### src/rtl/seq_divider8_if.sv
// Divide request/response bundle: controller drives start and operands, divider returns status and results.
// Controller side uses the master modport; the divider uses the slave modport.
interface seq_divider8_if #(
    parameter int WIDTH = 8
);
    logic             start;
    logic [WIDTH-1:0] dividend;
    logic [WIDTH-1:0] divisor;
    logic             busy;
    logic             done;
    logic [WIDTH-1:0] quotient;
    logic [WIDTH-1:0] remainder;
    logic             div_by_zero;

    modport master (
        output start, dividend, divisor,
        input  busy, done, quotient, remainder, div_by_zero
    );

    modport slave (
        input  start, dividend, divisor,
        output busy, done, quotient, remainder, div_by_zero
    );
endinterface

### src/rtl/seq_divider8.sv
// Multi-cycle unsigned restoring divider, one shift-and-trial-subtract per cycle; done WIDTH+1 edges after accept (1 for /0).
// No queueing: start is only taken while busy=0, and starts arriving during RUN are dropped.
module seq_divider8 #(
    parameter int WIDTH = 8
) (
    input  logic          clk,
    input  logic          rst,
    seq_divider8_if.slave bus
);
    localparam int CW = $clog2(WIDTH);

    typedef enum logic [1:0] {IDLE, RUN, DONE} state_t;

    state_t           state_q, state_d;
    logic [WIDTH-1:0] q_q, q_d;
    logic [WIDTH:0]   r_q, r_d;
    logic [WIDTH-1:0] d_q, d_d;
    logic [CW-1:0]    cnt_q, cnt_d;
    logic [WIDTH-1:0] quo_q, quo_d;
    logic [WIDTH-1:0] rem_q, rem_d;
    logic             busy_q, busy_d;
    logic             done_q, done_d;
    logic             dbz_q, dbz_d;

    logic [WIDTH:0]   t;
    logic [WIDTH+1:0] diff;
    logic             carry;
    logic [WIDTH:0]   r_next;
    logic [WIDTH-1:0] q_next;
    logic             last;
    logic             r_msb_unused;

    // Subtract as T + ~D + 1; the carry out means T >= D (no borrow).
    assign t      = {r_q[WIDTH-1:0], q_q[WIDTH-1]};
    assign diff   = {1'b0, t} + {1'b0, ~{1'b0, d_q}} + {{(WIDTH+1){1'b0}}, 1'b1};
    assign carry  = diff[WIDTH+1];
    assign r_next = carry ? diff[WIDTH:0] : t;
    assign q_next = {q_q[WIDTH-2:0], carry};
    assign last   = (cnt_q == CW'(WIDTH-1));

    // R stays below D, so its top bit is always zero and never feeds T.
    assign r_msb_unused = r_q[WIDTH];

    always_comb begin
        state_d = state_q;
        q_d     = q_q;
        r_d     = r_q;
        d_d     = d_q;
        cnt_d   = cnt_q;
        quo_d   = quo_q;
        rem_d   = rem_q;
        dbz_d   = dbz_q;
        busy_d  = 1'b0;
        done_d  = 1'b0;
        case (state_q)
            RUN: begin
                q_d    = q_next;
                r_d    = r_next;
                cnt_d  = cnt_q + CW'(1);
                busy_d = 1'b1;
                if (last) begin
                    state_d = DONE;
                    cnt_d   = '0;
                    busy_d  = 1'b0;
                    done_d  = 1'b1;
                    quo_d   = q_next;
                    rem_d   = r_next[WIDTH-1:0];
                end
            end
            default: begin
                if (bus.start) begin
                    if (bus.divisor != '0) begin
                        state_d = RUN;
                        q_d     = bus.dividend;
                        r_d     = '0;
                        d_d     = bus.divisor;
                        cnt_d   = '0;
                        dbz_d   = 1'b0;
                        busy_d  = 1'b1;
                    end else begin
                        state_d = DONE;
                        quo_d   = '1;
                        rem_d   = bus.dividend;
                        dbz_d   = 1'b1;
                        done_d  = 1'b1;
                    end
                end else begin
                    state_d = IDLE;
                end
            end
        endcase
    end

    always_ff @(posedge clk or posedge rst) begin
        if (rst) begin
            state_q <= IDLE;
            q_q     <= '0;
            r_q     <= '0;
            d_q     <= '0;
            cnt_q   <= '0;
            quo_q   <= '0;
            rem_q   <= '0;
            busy_q  <= 1'b0;
            done_q  <= 1'b0;
            dbz_q   <= 1'b0;
        end else begin
            state_q <= state_d;
            q_q     <= q_d;
            r_q     <= r_d;
            d_q     <= d_d;
            cnt_q   <= cnt_d;
            quo_q   <= quo_d;
            rem_q   <= rem_d;
            busy_q  <= busy_d;
            done_q  <= done_d;
            dbz_q   <= dbz_d;
        end
    end

    assign bus.busy        = busy_q;
    assign bus.done        = done_q;
    assign bus.quotient    = quo_q;
    assign bus.remainder   = rem_q;
    assign bus.div_by_zero = dbz_q;
endmodule

### src/flat_wrapper.sv
// flat-port wrapper written by rule: the top's interface ports become plain ports
module seq_divider8_flat 
#(
    parameter int WIDTH = 8
)
  (clk, rst, bus_start, bus_dividend, bus_divisor, bus_busy, bus_done, bus_quotient, bus_remainder, bus_div_by_zero);
  seq_divider8_if #(.WIDTH(WIDTH)) bus_i ();
  input  logic clk;
  input  logic rst;
  input wire logic [$bits(bus_i.start)-1:0] bus_start;
  input wire logic [$bits(bus_i.dividend)-1:0] bus_dividend;
  input wire logic [$bits(bus_i.divisor)-1:0] bus_divisor;
  output wire logic [$bits(bus_i.busy)-1:0] bus_busy;
  output wire logic [$bits(bus_i.done)-1:0] bus_done;
  output wire logic [$bits(bus_i.quotient)-1:0] bus_quotient;
  output wire logic [$bits(bus_i.remainder)-1:0] bus_remainder;
  output wire logic [$bits(bus_i.div_by_zero)-1:0] bus_div_by_zero;
  assign bus_i.start = bus_start;
  assign bus_i.dividend = bus_dividend;
  assign bus_i.divisor = bus_divisor;
  assign bus_busy = bus_i.busy;
  assign bus_done = bus_i.done;
  assign bus_quotient = bus_i.quotient;
  assign bus_remainder = bus_i.remainder;
  assign bus_div_by_zero = bus_i.div_by_zero;
  seq_divider8 #(.WIDTH(WIDTH)) u_core (.clk(clk), .rst(rst), .bus(bus_i));
endmodule
### config.mk
export PLATFORM = sky130hd
export DESIGN_NAME = seq_divider8_flat
export DESIGN_NICKNAME = d
export VERILOG_FILES = /design/src/rtl/seq_divider8_if.sv /design/src/rtl/seq_divider8.sv /design/src/flat_wrapper.sv
export SDC_FILE = /design/constraint.sdc
export NUM_CORES = 1
export LEC_CHECK = 0
export BUFFER_PORTS_ARGS = -buffer_cell sky130_fd_sc_hd__buf_2
export CAP_MARGIN = 15
export CORE_MARGIN = 3
export CORE_UTILIZATION = 25
export DETAILED_ROUTE_END_ITERATION = 8
export PLACE_DENSITY_LB_ADDON = 0.08
export SLEW_MARGIN = 5
export SYNTH_ARGS = -nofsm -noshare
export SYNTH_HDL_FRONTEND = slang
export SYNTH_SLANG_ARGS = --single-unit
### constraint.sdc
create_clock -name clk -period 6.6 [get_ports clk]
set_clock_uncertainty 0.05 [all_clocks]
set_input_delay 0.66 -clock clk [delete_from_list [all_inputs] [get_ports clk]]
set_output_delay 0.66 -clock clk [all_outputs]
set_load 0.01 [all_outputs]
==> results.toml <==
[run_status]
status = "finished clean"

[pwr]
pwr-share-seq_pct = 32.2
p_switching_uw = 698
combPwrFrac_pct = 53.9
switching_share_pct = 43.8
power.leakage_nw = 1.29
ir_drop_uv = 148
clockPowerShare_pct = 13.9
power_density_nw_per_um2 = 548
p_int_uw = 898

[synth]
synth_top_area_share_pct = 48.9
synth_area_leaders = "dfrtp_1 49%, ha_1 5.1%, nand2_1 5.0%"
synth_cell_types = 40
syn_avg_cell_area_um2 = 9.53
ys_seq_elements = 48
syn_area_um2 = 2460
mappedNetlistNets = 288
seq_area_frac_synth_pct = 48.9
syn_inst = 258
synth_top_area_cell = "dfrtp_1"
yosys_warnings = 0

[layout]
drive_above_1_share_pct = 20.7
final_nets = 324
final_core_util_pct = 31.0
syn_to_final_growth_pct = 18.5
insertedDiodeCount = 0
fin_area_um2 = 2910

[placed_design]
dpl-instance-area_um2 = 2780
gp_congestion = 0.713
port-buffer-count = 37
hpwl_um = 4700
place_ws_ps = 3410

[sta]
max_freq_mhz = 353
drv_slew = 0
fin_hold_ws_ps = 221
rsz0062_at_grt = "false"
min_period_over_period_pct = 43.0
max_slew_margin_pct = 53.6
finalHoldViolations = 0
period_minus_slack_ps = 2840
setup_tns_ps = 0
setup_ws_ps = 3760
setup_violations = 0
tightest_slew_ps = 694

[die]
rows = 35
die_h_um = 105
die_area_um2 = 11100
start_util_pct = 26.1
core-area_um2 = 9420
dieWidth_um = 105
io-pin-count = 38

[routing]
vias_per_cell = 4.65
drt-initial-drc-count = 56
drt-total-wl_um = 6510
firstDrtPassIters = 4
post_drt_wl_per_cell_um = 15.3
ant_nets = 0
vias = 1971
drc = 0

[critical_path]
timing.rr.start = "u_core.r_q[3]"
end_kind = "register"
cp-startpoint = "bus_divisor[3]"
crit_arrival_ps = 3010
path_max_fanout = 20
cp-start-kind = "input port"
crit_type = "input port to register"
cp.required_ps = 6780

[clocking]
clock-sinks = 48
cts_buffer_depth = 2
post_cts_buffers = 0
cts.clk_slew.worst_paths_ps = 100
cts-root-buf = "clkbuf_8"
numCtsBuffers = 5
htreeDepth = 2
insertion_delay_ps = 310
cts_hold_buf = 0
ctsResizeCount = 0
cts_tree = "yes"

[hold_path]
hold_class = "input port to async pin"

[grt]
grt_overflow = 0
grt_pass1_vias = 2037
grt_antenna_before_repair = 0
grt_max_degree = 49
grtUsageTotal_pct = 12.4
grt_pass1_wl_um = 10900

[job]
max-cap-violations = 0
final cells by class:
type / instances / area [um^2]
flip-flops and latches: 48 / 1200
inverters: 14 / 52.6
clock buffers: 5 / 68.8
fillers: 1008 / 6500
repair buffers: 40 / 220
clock inverters: 3 / 46.3
multi-input cells: 185 / 1160
well taps: 129 / 161
power by group through the flow:
| stage | logic (mW) | registers [mW] | clock network [mW] |
|---|---|---|---|
| 2_1_floorplan | 0.630 | 0.517 | 0 |
| 3_3_place_gp | 0.875 | 0.522 | 0 |
| 3_5_place_dp | 0.869 | 0.522 | 0 |
| 4_1_cts | 0.873 | 0.518 | 0.232 |
| 5_1_grt | 0.991 | 0.534 | 0.243 |
| 6_report | 0.860 | 0.514 | 0.222 |
synth_stat cells:
master     number
a2111oi_4       1
a211o_1         1
a21boi_0        1
a21o_1          1
a21oi_1        17
a221oi_1        4
a221oi_2        1
a311oi_1        1
a31oi_1         9
a32o_1          1
and2_1          2
buf_1           2
clkbuf_1        9
dfrtp_1        48
fa_1            1
ha_1           10
inv_1          14
mux2_2          7
mux2_4          1
mux2i_1         6
nand2_1        33
nand2b_1        1
nand3_1        10
nand3b_1        4
nand4_1         1
nand4_2         1
nand4b_1        1
nor2_1         31
nor2_2          1
nor2b_1         4
nor3_1          6
nor3b_1         2
nor4_1          2
o211ai_1        2
o21a_1          1
o21ai_0        15
o221ai_1        1
o311ai_0        1
o31ai_1         2
xnor2_1         2
through the flow:
| stage | total power [mW] | cells |
|---|---|---|
| floorplan | 1.15 | 258 |
| global placement | 1.40 | 415 |
| detailed placement | 1.39 | 415 |
| CTS | 1.62 | 423 |
| global route | 1.77 | 424 |
| finish | 1.60 | 424 |
cell families (layout without fill, tap and decap cells):
group | Yosys count | in the layout | share of synthesized area (%)
adders and majority gates | 11 | 11 | 5.90
AOI/OAI and AO/OA | 59 | 59 | 15.9
DFF | 48 | 48 | 48.9
xor gates and xnor gates | 2 | 2 | 0.713
muxes | 14 | 14 | 6.26
and+or+nand+nor | 99 | 99 | 18.5
buffers and inverters | 25 | 62 | 3.82
flip-flops by register name, summed over array words and instances, names as in the netlist:
register	flops
u_core.bus.quotient	8
u_core.bus.remainder	8
u_core.d_q	8
u_core.q_q	8
u_core.r_q	8
u_core.cnt_q	3
u_core.state_q	2
u_core.bus.busy	1
u_core.bus.div_by_zero	1
u_core.bus.done	1
per-layer routing:
layer,vias up,track usage [%],wire (um)
met1,944,17.5,3280
li1,983,-,-
met3,8,2.29,225
met2,36,19.2,2900
met4,0,3.56,98
met5,-,0,0
placed cells by master, fill, tap and decap left out, types with 4 or more instances in the layout:
cell type   n
ha_1       10
nand2_1    33
a31oi_1     9
nand3b_1    4
dfrtp_1    48
nor2b_1     4
nor3_1      6
a21oi_1    17
mux2_2      7
buf_2      37
inv_1      13
nor2_1     31
mux2i_1     6
nand3_1    10
clkbuf_8    5
a221oi_1    4
o21ai_0    15
final timing paths:
| path | to | slack [ps] | depth (start not counted) |
|---|---|---|---|
| max | u_core.bus.remainder[7] | 3760 | 6 |
| min | u_core.bus.quotient[3] | 220 | 2 |
| max reg2reg | u_core.bus.remainder[0] | 4060 | 6 |
| min reg2reg | u_core.cnt_q[0] | 450 | 1 |
| max in group asynchronous | u_core.r_q[2] | 5770 | 3 |
| min in group clk | u_core.cnt_q[0] | 450 | 1 |
worst max-delay path: stages:
cell and delay [ps]:
buf_2 100, nor4_1 540, nand4_1 680, nand2_1 780
nor2_1 90, a31oi_1 150
Power figures use the tool's default switching activity.
